==> src/rtl/sa2x2_if.sv <==
// sa2x2_if: operand load, run control, array feed and result handshake bundle for sa2x2_ctrl.
interface sa2x2_if #(parameter int DW = 8);
   logic          ld_valid;
   logic          ld_ready;
   logic [2:0]    ld_addr;
   logic [DW-1:0] ld_data;
   logic          start;
   logic          busy;
   logic          sa_clear;
   logic [DW-1:0] sa_din0;
   logic [DW-1:0] sa_din1;
   logic [DW-1:0] sa_win0;
   logic [DW-1:0] sa_win1;
   logic [DW-1:0] sa_out;
   logic          res_valid;
   logic          res_ready;
   logic [DW-1:0] res_data;
   modport slave (
      input  ld_valid, ld_addr, ld_data, start, sa_out, res_ready,
      output ld_ready, busy, sa_clear, sa_din0, sa_din1, sa_win0, sa_win1, res_valid, res_data
   );
   modport master (
      output ld_valid, ld_addr, ld_data, start, sa_out, res_ready,
      input  ld_ready, busy, sa_clear, sa_din0, sa_din1, sa_win0, sa_win1, res_valid, res_data
   );
endinterface

==> src/rtl/sa2x2_ctrl.sv <==
// sa2x2_ctrl: loads 2x2 data/weight operands, sequences clear/feed/drain of a 2x2 systolic array
// and holds the captured array result until the consumer accepts it.
module sa2x2_ctrl #(
   parameter int DW = 8,
   parameter int DRAIN_CYC = 3
) (
   input logic clk,
   input logic rst,
   sa2x2_if.slave bus
);
   typedef enum logic [2:0] {IDLE, CLEAR, FEED, DRAIN, DONE} state_t;
   state_t state, state_n;
   logic [1:0] f, f_n;
   logic [3:0] dc, dc_n;
   logic [DW-1:0] d [4];
   logic [DW-1:0] w [4];
   logic [DW-1:0] din0, din1, win0, win1, res;
   logic [DW-1:0] din0_n, din1_n, win0_n, win1_n;
   logic s0, s1, s2, cap, wr;
   assign wr  = bus.ld_valid && state == IDLE;
   assign cap = state == DRAIN && dc == 4'(DRAIN_CYC - 1);
   // feeds are registered, so decode the step that the next cycle will present
   assign s0 = state == CLEAR;
   assign s1 = state == FEED && f == 2'd0;
   assign s2 = state == FEED && f == 2'd1;
   assign din0_n = s0 ? d[0] : s1 ? d[1] : '0;
   assign din1_n = s1 ? d[2] : s2 ? d[3] : '0;
   assign win0_n = s0 ? w[0] : s1 ? w[1] : '0;
   assign win1_n = s1 ? w[2] : s2 ? w[3] : '0;
   always_comb begin
      state_n = state;
      f_n = f;
      dc_n = dc;
      case (state)
         IDLE:  state_n = bus.start ? CLEAR : IDLE;
         CLEAR: begin
            state_n = FEED;
            f_n = '0;
         end
         FEED:  begin
            state_n = f == 2'd2 ? DRAIN : FEED;
            f_n = f + 2'd1;
            dc_n = '0;
         end
         DRAIN: begin
            state_n = cap ? DONE : DRAIN;
            dc_n = dc + 4'd1;
         end
         DONE:  state_n = bus.res_ready ? IDLE : DONE;
         default: state_n = IDLE;
      endcase
   end
   always_ff @(posedge clk) begin
      if (rst) begin
         state <= IDLE;
         f <= '0;
         dc <= '0;
         d <= '{default: '0};
         w <= '{default: '0};
         din0 <= '0;
         din1 <= '0;
         win0 <= '0;
         win1 <= '0;
         res <= '0;
      end else begin
         state <= state_n;
         f <= f_n;
         dc <= dc_n;
         din0 <= din0_n;
         din1 <= din1_n;
         win0 <= win0_n;
         win1 <= win1_n;
         if (cap) res <= bus.sa_out;
         if (wr && bus.ld_addr[2]) w[bus.ld_addr[1:0]] <= bus.ld_data;
         if (wr && !bus.ld_addr[2]) d[bus.ld_addr[1:0]] <= bus.ld_data;
      end
   end
   assign bus.ld_ready  = state == IDLE;
   assign bus.busy      = state != IDLE;
   assign bus.sa_clear  = state == CLEAR;
   assign bus.res_valid = state == DONE;
   assign bus.sa_din0   = din0;
   assign bus.sa_din1   = din1;
   assign bus.sa_win0   = win0;
   assign bus.sa_win1   = win1;
   assign bus.res_data  = res;
endmodule
==> src/flat_wrapper.sv <==
// flat-port wrapper written by rule: the top's interface ports become plain ports
module sa2x2_ctrl_flat 
#(
   parameter int DW = 8,
   parameter int DRAIN_CYC = 3
)
  (clk, rst, bus_ld_valid, bus_ld_addr, bus_ld_data, bus_start, bus_sa_out, bus_res_ready, bus_ld_ready, bus_busy, bus_sa_clear, bus_sa_din0, bus_sa_din1, bus_sa_win0, bus_sa_win1, bus_res_valid, bus_res_data);
  sa2x2_if #(.DW(DW)) bus_i ();
  input logic clk;
  input logic rst;
  input wire logic [$bits(bus_i.ld_valid)-1:0] bus_ld_valid;
  input wire logic [$bits(bus_i.ld_addr)-1:0] bus_ld_addr;
  input wire logic [$bits(bus_i.ld_data)-1:0] bus_ld_data;
  input wire logic [$bits(bus_i.start)-1:0] bus_start;
  input wire logic [$bits(bus_i.sa_out)-1:0] bus_sa_out;
  input wire logic [$bits(bus_i.res_ready)-1:0] bus_res_ready;
  output wire logic [$bits(bus_i.ld_ready)-1:0] bus_ld_ready;
  output wire logic [$bits(bus_i.busy)-1:0] bus_busy;
  output wire logic [$bits(bus_i.sa_clear)-1:0] bus_sa_clear;
  output wire logic [$bits(bus_i.sa_din0)-1:0] bus_sa_din0;
  output wire logic [$bits(bus_i.sa_din1)-1:0] bus_sa_din1;
  output wire logic [$bits(bus_i.sa_win0)-1:0] bus_sa_win0;
  output wire logic [$bits(bus_i.sa_win1)-1:0] bus_sa_win1;
  output wire logic [$bits(bus_i.res_valid)-1:0] bus_res_valid;
  output wire logic [$bits(bus_i.res_data)-1:0] bus_res_data;
  assign bus_i.ld_valid = bus_ld_valid;
  assign bus_i.ld_addr = bus_ld_addr;
  assign bus_i.ld_data = bus_ld_data;
  assign bus_i.start = bus_start;
  assign bus_i.sa_out = bus_sa_out;
  assign bus_i.res_ready = bus_res_ready;
  assign bus_ld_ready = bus_i.ld_ready;
  assign bus_busy = bus_i.busy;
  assign bus_sa_clear = bus_i.sa_clear;
  assign bus_sa_din0 = bus_i.sa_din0;
  assign bus_sa_din1 = bus_i.sa_din1;
  assign bus_sa_win0 = bus_i.sa_win0;
  assign bus_sa_win1 = bus_i.sa_win1;
  assign bus_res_valid = bus_i.res_valid;
  assign bus_res_data = bus_i.res_data;
  sa2x2_ctrl #(.DW(DW), .DRAIN_CYC(DRAIN_CYC)) u_core (.clk(clk), .rst(rst), .bus(bus_i));
endmodule
==> config.mk <==
export PLATFORM = sky130hd
export DESIGN_NAME = sa2x2_ctrl_flat
export DESIGN_NICKNAME = d
export VERILOG_FILES = /design/src/rtl/sa2x2_if.sv /design/src/rtl/sa2x2_ctrl.sv /design/src/flat_wrapper.sv
export SDC_FILE = /design/constraint.sdc
export NUM_CORES = 1
export LEC_CHECK = 0
export CAP_MARGIN = 20
export CORE_ASPECT_RATIO = 2
export CORE_UTILIZATION = 40
export CTS_CLUSTER_SIZE = 30
export DETAILED_ROUTE_END_ITERATION = 8
export PLACE_DENSITY_LB_ADDON = 0.08
export SETUP_SLACK_MARGIN = 0.5
export SLEW_MARGIN = 20
export SYNTH_ARGS = -nofsm -noshare
export SYNTH_HDL_FRONTEND = slang
export SYNTH_SLANG_ARGS = --single-unit
==> constraint.sdc <==
create_clock -name clk -period 1.61 [get_ports clk]
set_input_delay 0.4025 -clock clk [delete_from_list [all_inputs] [get_ports clk]]
set_output_delay 0.4025 -clock clk [all_outputs]
set_load 0.1 [all_outputs]
==> results of run 1 <==
through the flow:
step | power [mW] | cell area, sq um | hold WS, ns | setup WS [ns]
3_5_place_dp | 3.69 | 6270 | 0.464 | -0.569
2_1_floorplan | 3.42 | 4890 | 0.448 | -0.282
5_1_grt | 8.11 | 7700 | 0.421 | -0.340
6_report | 7.86 | 7700 | 0.402 | -0.307
3_3_place_gp | 3.68 | 6270 | 0.457 | -0.567
4_1_cts | 7.83 | 7510 | 0.394 | -0.317
power by group through the flow:
stage	Sequential (mW)	Combinational [mW]	Clock, mW
finish	2.88	1.07	3.91
global route	2.88	1.12	4.11
global placement	2.93	0.755	0
CTS	2.88	1.00	3.96
detailed placement	2.93	0.761	0
floorplan	2.95	0.475	0
cell usage after synthesis (4+ instances only):
| library cell | instances |
|---|---|
| nor2_1 | 39 |
| nand2_1 | 5 |
| a32oi_1 | 16 |
| a22oi_1 | 16 |
| buf_1 | 6 |
| clkbuf_1 | 29 |
| dfxtp_1 | 113 |
| nand3b_1 | 4 |
| nand2b_1 | 89 |
| inv_1 | 4 |
| mux2i_1 | 72 |
| ha_1 | 5 |
| nor2b_1 | 4 |
| buf_2 | 4 |
repair_timing:
action,4_1_cts,5_1_grt
hold buffers,0,0
cloned,4,1
buffers inserted,32,9
pin swaps,28,24
hold endpoints to repair,0,0
setup endpoints to repair,157,157
gates resized for setup,69,17
final timing paths:
| path | startpoint | end |
|---|---|---|
| max | u_core.state[1] | bus_ld_ready |
| min | rst | u_core.bus.sa_win1[5] |
| max reg2reg | u_core.state[2] | u_core.bus.sa_win0[2] |
| min reg2reg | u_core.w[13] | u_core.w[13] |
kinds of logic (layout without fill, tap and decap cells):
| kind of cell | Yosys count | after routing | share of synthesized area (%) |
|---|---|---|---|
| flip-flops | 113 | 113 | 48.6 |
| AND/OR/NAND/NOR | 167 | 167 | 23.0 |
| buffers and inverters | 46 | 186 | 4.22 |
| multiplexers | 73 | 73 | 15.7 |
| adder cells (fa/ha/maj) | 5 | 5 | 1.34 |
| AO/OA/AOI/OAI | 42 | 42 | 7.12 |
area by class of cell:
| type | instances | area (sq um) | share of cell area (%) |
|---|---|---|---|
| Inverter | 4 | 18.8 | 0.244 |
| Tap cell | 142 | 178 | 2.31 |
| Clock inverter | 10 | 159 | 2.06 |
| Timing Repair Buffer | 151 | 2110 | 27.4 |
| Sequential cell | 113 | 2320 | 30.2 |
| Clock buffer | 21 | 460 | 5.98 |
| Multi-Input combinational cell | 287 | 2450 | 31.8 |
sequential cells by signal, summed over array words and instances, names as in the netlist, 3 cells and up:
signal,cells
u_core.d,32
u_core.state,3
u_core.dc,4
u_core.bus.res_data,8
u_core.bus.sa_win0,8
u_core.bus.sa_din0,8
u_core.bus.sa_win1,8
u_core.bus.sa_din1,8
u_core.w,32
metal layers:
layer / GRT usage (%) / vias to the layer above / part of all wire (%)
met2: 41.1 / 66 / 57
li1: - / 1788 / -
met4: 10.1 / 0 / 2.4
met5: 0 / - / 0
met3: 4.96 / 15 / 2.6
met1: 23.0 / 1842 / 38
critical path, delay by kind of cell (launching register included):
kind	cells	cell delay (ns)
AND/OR/NAND/NOR	1	0.41
flip-flops	1	0.32
buffers and inverters	3	0.38
==> impl_metrics.ini, run 1 <==
[sta]
setup_viol = 68
final_hold_viol_count = 0
fin_crit_ns = 1.92
tightest_slew_ns = 0.433
rsz0062_at_grt = yes
slew_viol_final = 0
slew_headroom_pct = 71.1
setup_ws_ns = -0.307
clock_skew_ns = 0.00779
post-route-period-util_pct = 119
max_freq_mhz = 522
setup_tns_ns = -6.29

[drt]
via_per_inst = 5.10
wl_per_cell_um = 18.1
routed_wl_mm = 13.2
drc = 0
ant_nets = 0
dr.pass1.iters = 4
vias = 3711
drt_iter0_markers = 139

[place]
gp_congestion = 0.750
hpwlAfterDp_mm = 7.46
dp_cells = 651
io_buffers = 67

[critical_path]
path_class = reg2out
slowest_stage = or3_4
r2r_setup_slack_ns = -0.21
cp_max_fo = 4
cp.arrival_ns = 1.51
cpPeakStageDelay_ns = 0.41
critPathLaunchType = flop
crit_path_end_kind = output port
worstPathRequired_ns = 1.21
crit_chain = buf_6 > or3_4 > clkinvlp_4 > buf_12
rr_worst_depth = 11

[power]
irDropWorstVdd_mv = 0.826
leakagePower_nw = 3.21
swShare_pct = 23.2
p_per_area_nw_per_um2 = 1020
p_seq_share_pct = 36.6
clock_power_share_pct = 49.7
intPower_mw = 6.04
p_comb_share_pct = 13.7
p_switching_mw = 1.83

[clock_tree]
cts_sinks = 113
insertion_delay_ns = 0.40
cts_tree = yes
clk_path_buf_depth = 2
cts_made_buffers = 17
clk_pin_slew_ns = 0.05
h-tree-depth = 4
cts_root_buffer = clkbuf_16

[die]
die-area_sq_um = 12100
die_w_um = 78.3
core-area_sq_um = 11400
die_height_um = 155
io_pins = 68
rows = 55
start_util_pct = 41.0

[layout]
layout.cells.non_filler = 728
drive_above_1_share_pct = 44.5
fillers = 814
layout_common_cells = nand2b_1 (89), mux2i_1 (72), dfxtp_1 (66)
antenna_cells = 0
synthToLayoutAreaGrowth_pct = 65.4
post-route-util_pct = 67.8
layout.nets = 603
layout_commonest_cell = nand2b_1

[synthesis]
synth_edf_count = 0
yosysUniqueCellTypes = 43
synth_top_area_cell = dfxtp_1
synth-seq-cells = 113
synth_area_sq_um = 4660
async_flop_share_pct = 0
synth.avg_cell_area_sq_um = 10.4
synth_fp_nets = 475
yosysSeqAreaShare_pct = 48.6
synth_top_cell_area_share_pct = 48.6
yosys_warnings = 0
synth_cells = 446
synth-main-ff-cell = dfxtp_1
synth_area_leaders = dfxtp_1 (49%), mux2i_1 (15%), nand2b_1 (12%)

[grt]
grt_max_degree = 52
track_usage_pct = 22.1
grt_pass1_wl_mm = 20.0
antenna_found_initial = 0
grt_overflow = 0
grt_pass1_vias = 3844

[status]
violations = setup timing
outcome = finished, violations left

[job]
cap_viol_max_count = 0

[hold_path]
min_path_type = in2reg
min_path_cells = 2
Note: power is estimated with default switching activity, not from simulation.
==> inputs of run 2 (changes only) <==
--- a/config.mk
+++ b/config.mk
@@ -5,7 +5,6 @@
 export SDC_FILE = /design/constraint.sdc
 export NUM_CORES = 1
 export LEC_CHECK = 0
-export CAP_MARGIN = 20
 export CORE_ASPECT_RATIO = 2
 export CORE_UTILIZATION = 40
 export CTS_CLUSTER_SIZE = 30
==> results of run 2 <==
Same layout as run 1: the final DEF is identical, and so are final timing and power.
==> inputs of run 3 (changes only) <==
--- a/config.mk
+++ b/config.mk
@@ -6,7 +6,7 @@
 export NUM_CORES = 1
 export LEC_CHECK = 0
 export CORE_ASPECT_RATIO = 2
-export CORE_UTILIZATION = 40
+export CORE_UTILIZATION = 35
 export CTS_CLUSTER_SIZE = 30
 export DETAILED_ROUTE_END_ITERATION = 8
 export PLACE_DENSITY_LB_ADDON = 0.08
==> impl_metrics.ini, run 3 (synthesis gave the netlist of run 1 again) <==
[status]
outcome = finished, violations left
violations = setup timing

[place]
dp_cells = 663
dp_slack_ns = -0.600
io_buffers = 67
gp_congestion = 0.727
hpwlAfterDp_mm = 7.89

[grt]
track_usage_pct = 19.0
grt_pass1_wl_mm = 20.0
antenna_found_initial = 0
grt_pass1_vias = 3900
grt_max_degree = 51
grt_overflow = 0

[sta]
tightest_slew_ns = 0.469
final_hold_viol_count = 0
setup_viol = 54
setup_ws_ns = -0.309
max_freq_mhz = 521
fin_crit_ns = 1.92
timing.hold.ws_ns = 0.477
slew_headroom_pct = 68.3
rsz0062_at_grt = yes
post-route-period-util_pct = 119
clock_skew_ns = 0.00749
slew_viol_final = 0

[clock_tree]
cts_tree = yes
cts_made_buffers = 17
h-tree-depth = 4
clk_path_buf_depth = 2
clk_pin_slew_ns = 0.05
cts_hold_buf = 0
cts_root_buffer = clkbuf_16
cts_sinks = 113
insertion_delay_ns = 0.40

[power]
leakagePower_nw = 3.18
p_per_area_nw_per_um2 = 1050
power.total_mw = 7.98
irDropWorstVdd_mv = 0.758

[die]
die_height_um = 165
die-area_sq_um = 13800
io_pins = 68
core-area_sq_um = 13000
rows = 59
start_util_pct = 35.8
die_w_um = 83.6

[critical_path]
worstPathRequired_ns = 1.21
path_class = reg2out
critPathLaunchType = flop
cp_max_fo = 7
cp.arrival_ns = 1.52
rr_worst_depth = 6
crit_path_end_kind = output port

[drt]
drc = 0
ant_nets = 0
wl_per_cell_um = 17.1
vias = 3613
dr.pass1.iters = 4
via_per_inst = 4.95
routed_wl_mm = 12.5
drt_iter0_markers = 95

[hold_path]
min_path_type = reg2reg
min_path_cells = 2

[layout]
drive_above_1_share_pct = 44.5
layout_common_cells = nand2b_1 (89), mux2i_1 (70), dfxtp_1 (66)
antenna_cells = 0
layout.cells.non_filler = 730
layout_commonest_cell = nand2b_1
top_regs = u_core.d x32, u_core.w x32
post-route-util_pct = 58.7
synthToLayoutAreaGrowth_pct = 63.9
layout.nets = 595

[job]
cap_viol_max_count = 0
[run 3: changes by cell type in the layout (fill, tap and decap cells not counted), moves of 2 or more]
cell and change:
a32oi_1 -3, a32oi_2 +3, buf_4 -2, buf_6 -6, mux2i_1 -2, mux2i_2 +2
nor2_2 +2
[run 3: final cells by class]
cell class / instances / area, sq um
repair buffers: 143 / 2020
well taps: 152 / 190
flip-flops and latches: 113 / 2330
inverters: 4 / 18.8
clock inverters: 10 / 183
multi-input cells: 287 / 2430
clock buffers: 21 / 460
fillers: 1070 / 5360
[run 3: per-layer routing]
layer  up-vias  part of all wire (%)  wire length [um]  GRT usage [%]
met3        20                   2.9               363           4.62
met2        75                    55              6890           36.2
met5         -                     0                 0              0
met4         0                   3.5               437           9.24
li1       1765                     -                 -              -
met1      1753                    38              4790           19.2
[run 3: critical path, stage by stage, from the launching register on]
cell	delay, ns
dfxtp_2	0.33
buf_8	0.13
or3_4	0.39
clkinvlp_4	0.09
buf_12	0.16
[run 3: power breakdown]
group | total [mW] | switching (mW) | internal [mW]
clock | 4.07 | 1.25 | 2.81
sequential | 2.88 | 0.0333 | 2.84
combinational | 1.04 | 0.514 | 0.524
[run 3: per-stage QoR]
step / instance area [sq um] / TNS (ns)
4_1_cts: 7380 / -3.26
3_5_place_dp: 6280 / -18.86
3_3_place_gp: 6280 / -18.67
5_1_grt: 7630 / -12.75
2_1_floorplan: 4890 / -0.701
6_report: 7630 / -8.62
[run 3: repair_timing]
action,CTS,global route
cloned,5,0
resized for setup,55,25
buffers inserted,17,14
pin swaps,23,27
setup endpoints to repair,157,157
[run 3: final timing paths]
kind                    from            to  slack [ns]
min             u_core.d[15]  u_core.d[15]        0.48
max          u_core.state[0]  bus_ld_ready       -0.31
min reg2reg     u_core.d[15]  u_core.d[15]        0.48
max reg2reg  u_core.state[2]  u_core.w[27]       -0.24
